`src/rtl/game_pkg.sv`:
```
// Shared definitions for the game logic and the sprite renderer: grid geometry,
// gameplay encodings and palette.
package game_pkg;

  localparam int GRID_COLS = 20;
  localparam int GRID_ROWS = 15;
  localparam int SHIP_ROW  = 13;
  localparam int LINE_W    = $clog2(GRID_ROWS);

  typedef enum logic [1:0] {
    GP_PLAYING   = 2'b00,
    GP_YOU_WIN   = 2'b01,
    GP_GAME_OVER = 2'b10
  } gameplay_e;

  // 12-bit RGB palette used by the renderer
  localparam logic [11:0] COLOR_BG      = 12'h000;
  localparam logic [11:0] COLOR_SHIP    = 12'h0F0;
  localparam logic [11:0] COLOR_BULLET  = 12'hFF0;
  localparam logic [11:0] COLOR_INVADER = 12'hF0F;
  localparam logic [11:0] COLOR_WIN     = 12'h0FF;
  localparam logic [11:0] COLOR_LOSE    = 12'hF00;

endpackage

```
`src/rtl/frame_divider.sv`:
```
// Frame-tick divider: counts enabled ticks 0..PERIOD-1 and flags the wrapping tick.
module frame_divider #(
  parameter int PERIOD = 4
) (
  input  logic i_clk,
  input  logic i_reset,
  input  logic i_frame_tick,
  input  logic i_enable,
  input  logic i_clear,
  output logic o_expire
);

  localparam logic [5:0] LAST = 6'(PERIOD - 1);

  logic [5:0] cnt_q, cnt_d;

  always_comb begin
    o_expire = i_frame_tick && i_enable && !i_clear && (cnt_q == LAST);
    cnt_d    = cnt_q;
    if (i_frame_tick) begin
      if (i_clear)       cnt_d = '0;
      else if (i_enable) cnt_d = (cnt_q == LAST) ? '0 : cnt_q + 6'd1;
    end
  end

  always_ff @(posedge i_clk or negedge i_reset) begin
    if (!i_reset) cnt_q <= '0;
    else          cnt_q <= cnt_d;
  end

endmodule

```
`src/rtl/game_state_engine.sv`:
```
// Per-frame game state: ship, bullet, invader formation and win/lose tracking,
// all registered and fed straight to the sprite renderer.
//
// state        | meaning
// GP_PLAYING   | game running, all counters and objects advance on each tick
// GP_YOU_WIN   | formation cleared, picture frozen, wait for a fresh fire press
// GP_GAME_OVER | formation reached the ship row, frozen, wait for fire press
module game_state_engine #(
  parameter int          SHIP_PERIOD    = 4,
  parameter int          BULLET_PERIOD  = 2,
  parameter int          INVADER_PERIOD = 30,
  parameter logic [19:0] INIT_ARRAY     = 20'h0FFF0,
  parameter int          INIT_LINE      = 1,
  parameter int          SHIP_ROW       = game_pkg::SHIP_ROW,
  parameter int          SHIP_INIT      = 10
) (
  input  logic        i_clk,
  input  logic        i_reset,
  input  logic        i_frame_tick,
  input  logic        i_left,
  input  logic        i_right,
  input  logic        i_fire,
  output logic [19:0] o_invaders_array,
  output logic [3:0]  o_invaders_line,
  output logic [4:0]  o_ship_x,
  output logic [4:0]  o_bullet_x,
  output logic [3:0]  o_bullet_y,
  output logic        o_bullet_flying,
  output logic [1:0]  o_gameplay
);

  import game_pkg::*;

  logic [GRID_COLS-1:0] array_q, array_d, arr_post;
  logic [LINE_W-1:0]    line_q, line_d;
  logic [4:0]           ship_x_q, ship_x_d;
  logic [4:0]           bullet_x_q, bullet_x_d;
  logic [3:0]           bullet_y_q, bullet_y_d;
  logic                 flying_q, flying_d;
  logic                 dir_right_q, dir_right_d;
  logic                 fire_prev_q, fire_prev_d;
  gameplay_e            gameplay_q, gameplay_d;

  logic playing, restart, hit, edge_hit;
  logic ship_exp, bullet_exp, inv_exp;
  logic ship_clear;

  assign playing    = (gameplay_q == GP_PLAYING);
  assign restart    = i_frame_tick && !playing && i_fire && !fire_prev_q;
  assign hit        = flying_q && (bullet_y_q == line_q) && array_q[bullet_x_q];
  assign ship_clear = !(i_left || i_right) || restart;

  frame_divider #(.PERIOD(SHIP_PERIOD)) u_ship_div (
    .i_clk(i_clk), .i_reset(i_reset), .i_frame_tick(i_frame_tick),
    .i_enable(playing), .i_clear(ship_clear), .o_expire(ship_exp)
  );

  frame_divider #(.PERIOD(BULLET_PERIOD)) u_bullet_div (
    .i_clk(i_clk), .i_reset(i_reset), .i_frame_tick(i_frame_tick),
    .i_enable(playing), .i_clear(restart), .o_expire(bullet_exp)
  );

  frame_divider #(.PERIOD(INVADER_PERIOD)) u_invader_div (
    .i_clk(i_clk), .i_reset(i_reset), .i_frame_tick(i_frame_tick),
    .i_enable(playing), .i_clear(restart), .o_expire(inv_exp)
  );

  always_comb begin
    array_d     = array_q;
    line_d      = line_q;
    ship_x_d    = ship_x_q;
    bullet_x_d  = bullet_x_q;
    bullet_y_d  = bullet_y_q;
    flying_d    = flying_q;
    dir_right_d = dir_right_q;
    fire_prev_d = fire_prev_q;
    gameplay_d  = gameplay_q;
    arr_post    = array_q;
    edge_hit    = 1'b0;

    if (i_frame_tick) begin
      fire_prev_d = i_fire;
      if (playing) begin
        if (hit) begin
          arr_post[bullet_x_q] = 1'b0;
          flying_d             = 1'b0;
        end else if (flying_q && bullet_exp) begin
          if (bullet_y_q == 4'd0) flying_d   = 1'b0;
          else                    bullet_y_d = bullet_y_q - 4'd1;
        end

        // a bullet leaving the screen this tick still blocks a new shot
        if (!flying_q && !hit && i_fire) begin
          bullet_x_d = ship_x_q;
          bullet_y_d = 4'(SHIP_ROW - 1);
          flying_d   = 1'b1;
        end

        if (ship_exp) begin
          if (i_left && !i_right && ship_x_q != 5'd0)
            ship_x_d = ship_x_q - 5'd1;
          else if (i_right && !i_left && ship_x_q != 5'(GRID_COLS - 1))
            ship_x_d = ship_x_q + 5'd1;
        end

        array_d = arr_post;
        if (inv_exp) begin
          edge_hit = dir_right_q ? arr_post[GRID_COLS-1] : arr_post[0];
          if (edge_hit) begin
            line_d      = line_q + 4'd1;
            dir_right_d = !dir_right_q;
          end else if (dir_right_q) begin
            array_d = arr_post << 1;
          end else begin
            array_d = arr_post >> 1;
          end
        end

        if (arr_post == '0)                   gameplay_d = GP_YOU_WIN;
        else if (line_d == 4'(SHIP_ROW))      gameplay_d = GP_GAME_OVER;
      end else if (restart) begin
        array_d     = INIT_ARRAY;
        line_d      = 4'(INIT_LINE);
        ship_x_d    = 5'(SHIP_INIT);
        bullet_x_d  = 5'd0;
        bullet_y_d  = 4'd0;
        flying_d    = 1'b0;
        dir_right_d = 1'b1;
        gameplay_d  = GP_PLAYING;
      end
    end
  end

  always_ff @(posedge i_clk or negedge i_reset) begin
    if (!i_reset) begin
      array_q     <= INIT_ARRAY;
      line_q      <= 4'(INIT_LINE);
      ship_x_q    <= 5'(SHIP_INIT);
      bullet_x_q  <= 5'd0;
      bullet_y_q  <= 4'd0;
      flying_q    <= 1'b0;
      dir_right_q <= 1'b1;
      fire_prev_q <= 1'b0;
      gameplay_q  <= GP_PLAYING;
    end else begin
      array_q     <= array_d;
      line_q      <= line_d;
      ship_x_q    <= ship_x_d;
      bullet_x_q  <= bullet_x_d;
      bullet_y_q  <= bullet_y_d;
      flying_q    <= flying_d;
      dir_right_q <= dir_right_d;
      fire_prev_q <= fire_prev_d;
      gameplay_q  <= gameplay_d;
    end
  end

  assign o_invaders_array = array_q;
  assign o_invaders_line  = line_q;
  assign o_ship_x         = ship_x_q;
  assign o_bullet_x       = bullet_x_q;
  assign o_bullet_y       = bullet_y_q;
  assign o_bullet_flying  = flying_q;
  assign o_gameplay       = gameplay_q;

endmodule
```
`config.mk`:
```
export PLATFORM = sky130hd
export DESIGN_NAME = game_state_engine
export DESIGN_NICKNAME = d
export VERILOG_FILES = /design/src/rtl/game_pkg.sv /design/src/rtl/frame_divider.sv /design/src/rtl/game_state_engine.sv
export SDC_FILE = /design/constraint.sdc
export NUM_CORES = 1
export LEC_CHECK = 0
export ABC_AREA = 1
export CAP_MARGIN = 20
export CORE_ASPECT_RATIO = 0.7
export CORE_MARGIN = 8
export CORE_UTILIZATION = 50
export CTS_CLUSTER_DIAMETER = 100
export DETAILED_ROUTE_END_ITERATION = 8
export PLACE_DENSITY_LB_ADDON = 0.3
export SETUP_SLACK_MARGIN = 0.5
export SLEW_MARGIN = 20
export SYNTH_ARGS = -nofsm -noshare
export SYNTH_HDL_FRONTEND = slang
export SYNTH_HIERARCHICAL = 1
export SYNTH_SLANG_ARGS = --single-unit
```
`constraint.sdc`:
```
create_clock -name i_clk -period 4.2 [get_ports i_clk]
set_input_delay 0.63 -clock i_clk [delete_from_list [all_inputs] [get_ports i_clk]]
set_output_delay 0.63 -clock i_clk [all_outputs]
set_load 0.01 [all_outputs]
```
Yosys cells after proc, flatten, opt, wreduce, memory -nomap -nowiden

Index checks and enable logic that the tools add are counted.

Output and inout port bits: 41
Input port bits: 6
Register bits: 61

Reductions and logical operators: 45
Add/sub/neg operators: 7
Equal/unequal tests: 17
$lt $le $gt $ge: 2
Muxes and demuxes: 56
Bitwise gates (word level): 2

Operators by type and width:

| cell                                                   | number |
|---|---|
| two-way mux 20 bit                                     | 8 |
| two-way mux 6 bit                                      | 9 |
| two-way mux 4 bit                                      | 12 |
| two-way mux 5 bit                                      | 8 |
| AND 20 bit                                             | 1 |
| zero test 20 bit                                       | 1 |
| NOT 20 bit                                             | 1 |
| logical AND 1 bit                                      | 19 |
| adder 6 x 1 -> 6 bit (second input constant)           | 3 |
| two-way mux 1 bit                                      | 13 |
| AND reduction 4 bit                                    | 3 |
| zero test 1 bit                                        | 10 |
| inequality test 3 x 1 -> 1 bit (second input constant) | 3 |
| two-way mux 2 bit                                      | 4 |
| inequality test 2 x 1 -> 1 bit (second input constant) | 4 |
| inequality test 4 x 1 -> 1 bit (second input constant) | 2 |
| == test 6 x 1 -> 1 bit (second input constant)         | 1 |
| == test 6 x 2 -> 1 bit (second input constant)         | 1 |
| == test 6 x 5 -> 1 bit (second input constant)         | 1 |
| < comparator 5 x 6 -> 1 bit (second input constant)    | 1 |
| inequality test 3 x 2 -> 1 bit (second input constant) | 2 |
| AND reduction 3 bit                                    | 2 |
| adder 5 x 1 -> 5 bit (second input constant)           | 1 |
| binary-select mux 1 bit (select 5 bit)                 | 1 |
| 15 further kinds                                       | 18 |

Depth between registers and ports, before layout

Gate-level depths: netlist of run 1.

Depth in word-level cells: 18
Depth in mapped cells: 22
Mapped depth without buffers: 20

Modules after synthesis

The synthesis of run 1 kept the hierarchy.

By module, submodules not included:

| module                         | seq. area each (sq um) | cells an instance | area an instance (sq um) | instances |
|---|---|---|---|---|
| game_state_engine              | 1,096.1                | 478               | 3,260.6                  | 1 |
| frame_divider at u_ship_div    | 150.1                  | 47                | 357.8                    | 1 |
| frame_divider at u_bullet_div  | 150.1                  | 41                | 352.8                    | 1 |
| frame_divider at u_invader_div | 150.1                  | 45                | 349.1                    | 1 |

Least setup slack after synthesis of run 1

No wires, ideal clock.

Kind: input-to-reg
Start point: input i_frame_tick
End point: register gameplay_q[0] (netlist: o_gameplay[0])
Cell stages on the path: 13
Library setup time: 118 ps
Data arrival time: 2,116 ps
Buffers on the path: 1
Required time: 4,082 ps
Slack: 1,966 ps
Cell sequence: nand2_1 -> nor3_1 -> nand3b_1 -> nor3_1 -> buf_2 -> inv_1 -> nor2_1 -> nand3_1 -> nand2_1 -> nor2_1 -> nand2_1 -> nand3_1 -> nand2_1

Longest elaborated chain between the ends: 12
Elaborated cells between the ends (all ways): 14
Classes of those cells: 2 x eq/ne; 3 x mux; 9 x reduce/logical

Ends and longest elaborated chain:

| item                                     | RTL line                 | text |
|---|---|---|
| start, declared                          | game_state_engine.sv:19  | `input logic i_frame_tick,` |
| logical AND 1 bit (3 in series)          | game_state_engine.sv:49  | `assign restart = i_frame_tick && !playing && i_fire && !fire_prev_q;` |
| net restart                              | game_state_engine.sv:44  | `logic playing, restart, hit, edge_hit;` |
| zero test 1 bit                          | frame_divider.sv:18      | `o_expire = i_frame_tick && i_enable && !i_clear && (cnt_q == LAST);` |
| logical AND 1 bit (2 in series)          | frame_divider.sv:18      |  |
| net inv_exp                              | game_state_engine.sv:45  | `logic ship_exp, bullet_exp, inv_exp;` |
| two-way mux 4 bit                        | game_state_engine.sv:107 | `if (inv_exp) begin` |
| two-way mux 4 bit                        | game_state_engine.sv:83  | `if (playing) begin` |
| two-way mux 4 bit                        | game_state_engine.sv:81  | `if (i_frame_tick) begin` |
| == test 4 bit                            | game_state_engine.sv:120 | `else if (line_d == 4'(SHIP_ROW)) gameplay_d = GP_GAME_OVER;` |
| inequality test 3 x 1 -> 1 bit (no line) | -                        |  |
| AND reduction 3 bit (no line)            | -                        |  |
| end signal, assigned                     | game_state_engine.sv:154 | `gameplay_q <= gameplay_d;` |
| end, declared                            | game_state_engine.sv:42  | `gameplay_e gameplay_q, gameplay_d;` |

The timed path passes the listed nets, and every way through them passes these cells. The select of a mux whose other input is x is not followed.
A chain may end at the register's enable or synchronous reset.

Worst setup path after layout of run 1

Start point: input i_frame_tick
End point: register gameplay_q[0] (netlist: o_gameplay[0])

Longest elaborated chain between the ends: 12
Elaborated cells between the ends (all ways): 14
Classes of those cells: 2 x eq/ne; 3 x mux; 9 x reduce/logical

Ends and longest elaborated chain:

| item                                     | RTL line |
|---|---|
| logical AND 1 bit * (3 in series)        | game_state_engine.sv:49 |
| net restart                              | game_state_engine.sv:44 |
| zero test 1 bit                          | frame_divider.sv:18 |
| logical AND 1 bit (2 in series)          | frame_divider.sv:18 |
| two-way mux 4 bit                        | game_state_engine.sv:107 |
| two-way mux 4 bit                        | game_state_engine.sv:83 |
| two-way mux 4 bit                        | game_state_engine.sv:81 |
| == test 4 bit                            | game_state_engine.sv:120 |
| inequality test 3 x 1 -> 1 bit (no line) | - |
| AND reduction 3 bit (no line) *          | - |

Mark *: on every way through the listed nets, which the timed path passes. The rest lies on a longest branch. The select of a mux whose other input is x is not followed.

==> impl_metrics.yaml, run 1 <==
timing:
  layout_min_cycle_time_ns: 3.324
  clock_skew_ns: 0.006315
  whs_ns: 0.4175
  slew_viol_final: 0
  finalSetupViolations: 0
  max_freq_mhz: 300.9
  worst_pin_slew_ns: 0.8658
  rsz0062_at_grt: "no"
  slew_headroom_pct: 42.28
  finalCritPeriodShare_pct: 79.13
  setup-tns-final_ns: 0
  hold_viol: 0
global_route:
  antenna_found_initial: 0
  grt_pass1_wl_um: 20360
  grt_use_total_pct: 21.09
  grt_pass1_vias: 3938
  grt-ovfl-total: 0
  grt_start_max_net_pins: 37
cts:
  clock_sinks: 61
  holdBufCountCts: 0
  cts_root_buffer: "clkbuf_16"
  cts.repair.resized: 0
  cts_made_buffers: 9
  clockBufferDepth: 2
  tritoncts: "done"
  htreeDepth: 3
  clk_pin_slew_ns: 0.06
  post_cts_buffers: 0
  insertion_delay_ns: 0.34
setup_path:
  cp_slowest_stage_delay_ns: 0.68
  crit_path_end_kind: "flop"
  critPathMaxFanout: 21
  crit_path_top_delay_cell: "nor3_1"
  start_kind: "input port"
  critical_path_class: "in -> reg"
  r2r_cells: 18
  worstPathRequired_ns: 4.43
  reg2reg_to: "o_invaders_array[5]"
  ff2ff_setup_slack_ns: 1.08
  path_cells: "clkdlybuf4s50_1 > nand2_1 > nor3_1 > nor2_1 > inv_1 > nand3_1 > nor2_1 > nand2_1 > nand3_1 > nand2_1"
  r2r-start: "o_bullet_x[0]"
  cpMostUsedCell: "nand2_1"
  crit_arrival_ns: 3.55
placement:
  numPortBuffers: 46
  gp_congestion: 0.9211
  hpwl_um: 8903
floorplan:
  die_h_um: 93.77
  rows: 28
  die_w_um: 127.1
  ios: 47
  die_area_mm2: 0.01192
  start_util_pct: 51.38
  coreArea_mm2: 0.008408
pwr:
  power_frac_seq_pct: 31.5
  p_int_uw: 2018
  switching_share_pct: 45.37
  p_per_area_mw_per_mm2: 723.8
  pwr-share-clk_pct: 19.2
  pwr-share-comb_pct: 49.3
  p_leak_uw: 0.002319
  ir_drop_mv: 0.3788
  p_sw_uw: 1676
final_layout:
  final_common_cell: "nand2_1"
  diodes: 0
  area_growth_pct: 18.16
  final_core_util_pct: 60.71
  drive_above_1_share_pct: 11.52
  num-nets-final: 673
  final_cell_mix: "186 x nand2_1, 68 x inv_1, 51 x nor2_1, 48 x o21ai_0"
logic_synthesis:
  synth_edf_count: 0
  synth_flop_cell: "dfrtp_1"
  synthDistinctLibCells: 44
  yosys.area.top_type: "dfrtp_1"
  syn_nets: 629
  ys_top_cells_by_area: "dfrtp_1 26%, nand2_1 16%, dfstp_2 9.7%"
  ys_seq_area_share_pct: 35.79
  yosysWarnings: 6
  yosys_register_bits: 61
  synthArstFlopShare_pct: 100.0
  yosysTopAreaCellShare_pct: 26.06
  avgSynthCellArea_um2: 7.071
  syn-instance-count: 611
  synth_area_mm2: 0.004320
detailed_routing:
  ant_nets: 0
  drc: 0
  drt_iter0_drc: 433
  first_pass_iters: 5
  wl_per_cell_um: 15.77
  vias: 4257
  vias_per_cell: 5.565
  routed_wl_um: 12070
min_path:
  hold_path.class: "in -> async"
job:
  maxCapViolations: 0
status:
  outcome: "completed"
==> through the flow <==
stage	instances	area (um2)	total power [uW]	setup WS [ns]
final	765	5105	3695	0.8763
after global routing	765	5105	3982	0.5879
after CTS	765	5105	3693	0.9425
after detailed placement	749	4822	2956	0.6326
after global placement	749	4822	2896	0.8119
after floorplan	611	4320	2321	1.966
==> cells in the mapped netlist, types with 2 or more instances <==
cell	instances
a31oi_1	2
nand2_4	3
buf_6	5
nor2_1	51
nand3_1	37
o21bai_1	4
nand2_2	7
nand3b_1	2
o21ai_0	48
dfstp_2	16
buf_2	2
nor2_2	3
nand2_1	186
nand4_1	5
inv_2	12
o21ai_2	5
o21ai_1	13
o211ai_1	14
inv_1	68
clkbuf_1	7
ha_1	11
a32o_1	3
nand3_2	4
xor2_1	6
o22ai_1	12
a21oi_1	9
o21ai_4	2
xnor2_1	7
dfrtp_1	45
nor3_1	8
==> worst max-delay path by stage <==
| stage | from | depth (start not counted) | end |
|---|---|---|---|
| after floorplan | i_frame_tick | 13 | o_gameplay[0] |
| after global placement | i_frame_tick | 10 | o_gameplay[0] |
| after detailed placement | i_frame_tick | 10 | o_gameplay[0] |
| after CTS | i_frame_tick | 10 | o_gameplay[0] |
| after global routing | i_frame_tick | 10 | o_gameplay[0] |
| final | i_frame_tick | 10 | o_gameplay[0] |
==> registers in the layout, summed over array words and instances, names as in the netlist <==
register / count
o_invaders_line: 4
u_ship_div/cnt_q: 6
u_invader_div/cnt_q: 6
fire_prev_q: 1
o_bullet_y: 4
dir_right_q: 1
o_invaders_array: 20
u_bullet_div/cnt_q: 6
o_ship_x: 5
o_bullet_x: 5
o_gameplay: 2
o_bullet_flying: 1
==> routing by layer <==
metal | up-vias | global-route usage, % | part of all wire, %
met4 | 0 | 4.339 | 0.50
met3 | 6 | 6.349 | 7.9
met5 | - | 0 | 0
li1 | 2089 | - | -
met1 | 2012 | 29.65 | 49
met2 | 150 | 31.24 | 43
==> worst max-delay path, delay by kind of cell <==
family | cells | cell delay, ns
buf+inv | 2 | 1.23
simple gates | 8 | 1.70
==> power groups by stage <==
stage                     logic [uW]  clock network [uW]  registers [uW]
after global routing            2040                 740            1210
after global placement          1740                   0            1150
after floorplan                 1190                   0            1130
final                           1820                 709            1170
after detailed placement        1790                   0            1160
after CTS                       1810                 721            1160
==> layout make-up <==
class	instances	area (um2)
fillers	772	3303
multi-input cells	453	2360
flip-flops and latches	61	1546
repair buffers	49	478.0
inverters	81	306.5
clock buffers	15	277.8
well taps	105	131.4
clock inverters	1	5.005
==> logic make-up (layout without fill, tap and decap cells) <==
group | count (synthesis) | in the layout | synth area share (%)
buf+inv | 97 | 146 | 9.586
compound gates | 119 | 119 | 17.43
fa+ha+maj | 12 | 12 | 3.649
xor+xnor | 13 | 13 | 2.635
flops | 61 | 61 | 35.79
simple gates | 309 | 309 | 30.90
Note: power is estimated with default switching activity, not from simulation.
==> run 2: changes to the inputs <==
==> constraint.sdc (replaced) <==
create_clock -name i_clk -period 2.9 [get_ports i_clk]
set_input_delay 0.435 -clock i_clk [delete_from_list [all_inputs] [get_ports i_clk]]
set_output_delay 0.435 -clock i_clk [all_outputs]
set_load 0.01 [all_outputs]
==> impl_metrics.yaml, run 2 (same netlist as run 1, synthesis figures left out) <==
status:
  outcome: "completed"
cts:
  insertion_delay_ns: 0.34
  cts_made_buffers: 9
  htreeDepth: 3
  clockBufferDepth: 2
  clock_sinks: 61
  clk_pin_slew_ns: 0.06
  tritoncts: "done"
  cts_root_buffer: "clkbuf_16"
final_layout:
  fin_cells: 809
  seq_area_mm2: 0.001550
  diodes: 0
  drive_above_1_share_pct: 25.43
  num-nets-final: 718
  largest_register_ffs: 20
  nFillCells: 654
  final_common_cell: "nand2_1"
  area_growth_pct: 35.53
  multi_input_area_mm2: 0.002696
  final_cell_mix: "161 x nand2_1, 66 x inv_1, 45 x clkdlybuf4s50_1, 44 x o21ai_0"
placement:
  numPortBuffers: 46
  hpwl_um: 9196
  gp_congestion: 0.9514
  dp.cells: 760
setup_path:
  cp_slowest_stage_delay_ns: 0.44
  critPathMaxFanout: 8
  crit_path_end_kind: "flop"
  critical_path_class: "reg -> reg"
  crit_arrival_ns: 2.60
  r2r-start: "o_bullet_x[0]"
  crit_path_top_delay_cell: "dfrtp_2"
  cp-startpoint: "o_bullet_x[0]"
  worstPathRequired_ns: 3.12
  start_kind: "flop"
  ff2ff_setup_slack_ns: 0.52
  path_cells: "buf_8 > o21ai_4 > nand2_1 > nand2_1 > nand2_1 > nand2_2 > inv_2 > nand2_8 > buf_8 > nand3_1 > nand2_2 > nand2_1 > nor2_2 > nand3_2 > o21bai_1 > nand2_1 > a21boi_1"
  cpMostUsedCell: "nand2_1"
  r2r_cells: 17
  reg2reg_to: "o_gameplay[1]"
timing:
  max_freq_mhz: 420.1
  setup-tns-final_ns: 0
  layout_min_cycle_time_ns: 2.380
  worst_pin_slew_ns: 0.4866
  finalCritPeriodShare_pct: 82.08
  rsz0062_at_grt: "yes"
  clock_skew_ns: 0.007572
  finalSetupViolations: 0
  hold_viol: 0
  slew_headroom_pct: 67.56
  slew_viol_final: 0
  whs_ns: 0.09010
global_route:
  grt_pass1_wl_um: 21610
  grt_pass1_vias: 4220
  grt-ovfl-total: 0
  grt_start_max_net_pins: 37
  grt_use_total_pct: 22.35
  antenna_found_initial: 0
floorplan:
  start_util_pct: 51.38
  rows: 28
  ios: 47
  die_w_um: 127.1
  coreArea_mm2: 0.008408
  die_area_mm2: 0.01192
  die_h_um: 93.77
pwr:
  p_per_area_mw_per_mm2: 1069
  ir_drop_mv: 0.6065
  p_leak_uw: 0.002590
detailed_routing:
  wl_per_cell_um: 17.20
  routed_wl_um: 13920
  drc: 0
  first_pass_iters: 5
  vias_per_cell: 5.816
  drt_iter0_drc: 572
  ant_nets: 0
  vias: 4705
min_path:
  hold_path.class: "in -> async"
job:
  maxCapViolations: 0
==> run 2: critical path, delay by kind of cell (launching register included) <==
kind	cells	cell delay (ns)
simple gates	11	1.00
buf+inv	3	0.38
flops	1	0.44
compound gates	3	0.44
==> run 2: layout make-up <==
cell class | instances | area share, %
Sequential cell | 61 | 26.47
Multi-Input combinational cell | 454 | 46.05
Timing Repair Buffer | 92 | 14.53
Timing Repair inverter | 1 | 0.1923
Clock inverter | 2 | 0.5983
Clock buffer | 13 | 4.274
Tap cell | 105 | 2.244
Inverter | 81 | 5.641
==> run 2: through the flow <==
| stage | util, % | setup slack (ns) | cell area, um2 | power (uW) |
|---|---|---|---|---|
| floorplan | - | 0.7016 | 4320 | 3361 |
| global placement | 58.33 | 0.2001 | 4905 | 4293 |
| detailed placement | 58.33 | 0.1366 | 4905 | 4363 |
| CTS | 62.95 | 0.4930 | 5293 | 5621 |
| global route | 69.64 | 0.3972 | 5856 | 6658 |
| finish | 69.64 | 0.5198 | 5856 | 6262 |
==> run 2: per-layer routing <==
layer / track usage [%] / wire [um] / vias up
li1: - / - / 2175
met1: 31.23 / 6232 / 2270
met2: 34.11 / 6253 / 232
met3: 5.726 / 1279 / 28
met4: 4.635 / 152 / 0
met5: 0 / 0 / -
==> run 2: what timing repair did <==
action	in CTS	in global routing
cloned	0	2
resized for setup	16	93
setup endpoints to repair	31	31
buffers inserted	7	25
hold buffers	0	0
pin swaps	2	38
==> run 2: worst max-delay path by stage <==
stage               depth (start not counted)                   end
floorplan                                  18         o_gameplay[1]
global placement                           18   o_invaders_array[5]
detailed placement                         18   o_invaders_array[5]
CTS                                        18  o_invaders_array[15]
global route                               16         o_gameplay[1]
finish                                     17         o_gameplay[1]
==> run 2: power by group <==
group / internal [uW] / total (uW) / switching [uW]
Sequential: 1240 / 1720 / 480
Combinational: 1460 / 3470 / 2010
Clock: 683 / 1070 / 391
Total: 3380 / 6260 / 2880
==> run 3: changes to the inputs <==
==> constraint.sdc (replaced) <==
create_clock -name i_clk -period 2 [get_ports i_clk]
set_input_delay 0.3 -clock i_clk [delete_from_list [all_inputs] [get_ports i_clk]]
set_output_delay 0.3 -clock i_clk [all_outputs]
set_load 0.01 [all_outputs]
==> impl_metrics.yaml, run 3 (same netlist as run 1, synthesis figures left out) <==
timing:
  hold_viol: 0
  slew_headroom_pct: 66.11
  clock_skew_ns: 0.007881
  max_freq_mhz: 374.1
  layout_min_cycle_time_ns: 2.673
  finalSetupViolations: 39
  slew_viol_final: 0
  setup-tns-final_ns: -14.73
  whs_ns: 0.3719
  rsz0062_at_grt: "yes"
  finalCritPeriodShare_pct: 133.7
  fin_ws_ns: -0.6734
  worst_pin_slew_ns: 0.5083
placement:
  hpwl_um: 10280
  numPortBuffers: 46
  gp_congestion: 0.9440
  place_area_mm2: 0.005858
pwr:
  ir_drop_mv: 0.9198
  p_leak_uw: 0.003228
  p_per_area_mw_per_mm2: 1535
setup_path:
  crit_arrival_ns: 2.90
  start_kind: "flop"
  cpMostUsedCell: "nand2_1"
  ff2ff_setup_slack_ns: -0.67
  crit_end: "o_gameplay[0]"
  cp-startpoint: "o_bullet_x[0]"
  cp_slowest_stage_delay_ns: 0.52
  cp.depth: 19
  path_cells: "buf_6 > nand2_1 > o21ai_1 > nand2_1 > nand2_1 > nand2_1 > nand2_1 > inv_2 > nand2_4 > buf_12 > nand3_1 > nand2_1 > nand2_1 > nor2_2 > nand3_2 > o21bai_4 > nand2_1 > nand3_1 > nand2_1"
  crit_path_top_delay_cell: "dfrtp_2"
  cpLargestDelayFamily: "simple AND/OR/NAND/NOR gates"
  critPathMaxFanout: 8
  crit_path_end_kind: "flop"
  r2r-start: "o_bullet_x[0]"
  r2r_cells: 19
  worstPathRequired_ns: 2.23
  reg2reg_to: "o_gameplay[0]"
  cp_num_buf_inv: 3
  critical_path_class: "reg -> reg"
min_path:
  hold_path.class: "in -> reg"
  hold_depth: 3
final_layout:
  largest_register_ffs: 20
  final_cell_mix: "154 x nand2_1, 119 x buf_4, 58 x inv_1, 40 x dfrtp_1, 36 x nor2_1"
  drive_above_1_share_pct: 42.56
  area_growth_pct: 58.47
  diodes: 0
  fin_area_mm2: 0.006847
  final_common_cell: "nand2_1"
  num-nets-final: 819
detailed_routing:
  first_pass_iters: 7
  routed_wl_um: 17860
  wl_per_cell_um: 19.60
  drc: 0
  drt_iter0_drc: 779
  vias: 5524
  vias_per_cell: 6.064
  ant_nets: 0
cts:
  cts_root_buffer: "clkbuf_16"
  clk_pin_slew_ns: 0.06
  tritoncts: "done"
  cts_made_buffers: 9
  insertion_delay_ns: 0.35
  htreeDepth: 3
  clock_sinks: 61
  clockBufferDepth: 2
global_route:
  grt_start_max_net_pins: 43
  antenna_found_initial: 0
  grt_pass1_vias: 4932
  busiest_layer: "met2"
  grt_pass1_wl_um: 24160
  met3_usage_pct: 7.823
  grt-ovfl-total: 0
  grt_use_total_pct: 25.45
  use_met2_pct: 43.16
  grtUsageMet1_pct: 29.86
floorplan:
  rows: 28
  die_area_mm2: 0.01192
  ios: 47
  die_h_um: 93.77
  die_w_um: 127.1
  start_util_pct: 51.38
  coreArea_mm2: 0.008408
status:
  violations: "negative setup slack"
  outcome: "complete, but fails checks"
job:
  maxCapViolations: 0
[run 3: changes by cell type in the layout (fill, tap and decap cells not counted), moves of 12 or more]
cell             delta
buf_2              +12
buf_4              +82
buf_6              +16
clkdlybuf4s50_1    -43
dlygate4sd2_1      +17
o21ai_0            -24
o21ai_1            +14
[run 3: layout make-up]
cell class	instances	area, um2
Fill cell	490	1562
Clock inverter	5	27.53
Timing Repair inverter	2	22.52
Inverter	81	349.1
Clock buffer	11	242.7
Sequential cell	61	1553
Tap cell	105	131.4
Timing Repair Buffer	192	1598
Multi-Input combinational cell	454	2923
[run 3: how the worst min path moves through the flow]
stage	from	end
after global routing	i_frame_tick	fire_prev_q
after floorplan	i_reset	fire_prev_q
after detailed placement	i_reset	u_invader_div/cnt_q[0]
final	i_frame_tick	fire_prev_q
after global placement	i_reset	u_invader_div/cnt_q[0]
after CTS	i_frame_tick	fire_prev_q
[run 3: layer usage]
layer  up-vias  routed length, um
met4         0               1215
met3       152               1829
met2       470               8135
li1       2380                  -
met5         -                  0
met1      2522               6679
[run 3: report_power, final]
part | total, uW | internal [uW] | switching [uW]
combinational | 6640 | 2940 | 3700
clock | 1480 | 863 | 616
sequential | 2400 | 1790 | 603
[run 3: per-stage QoR]
step | instances | setup WS (ns) | utilization, % | total power (uW)
2_1_floorplan | 611 | -0.1392 | - | 5034
3_3_place_gp | 866 | -0.3619 | 69.67 | 7534
3_5_place_dp | 866 | -0.3466 | 69.67 | 7698
4_1_cts | 899 | -0.2992 | 75.16 | 9317
5_1_grt | 911 | -0.7685 | 81.43 | 10980
6_report | 911 | -0.6734 | 81.43 | 10510
[run 3: worst min-delay path, delay by kind of cell]
kind	cells	cell delay (ns)
AND/OR/NAND/NOR	2	0.15
buffers and inverters	1	0.23
[run 3: what timing repair did]
action / in CTS / in global routing
endpoints found under the setup margin: 95 / 68
hold buffers: 1 / 0
endpoints found under the hold margin: 7 / 0
pin swaps: 18 / 34
resized for setup: 128 / 141
cloned: 2 / 1
buffers inserted: 14 / 11
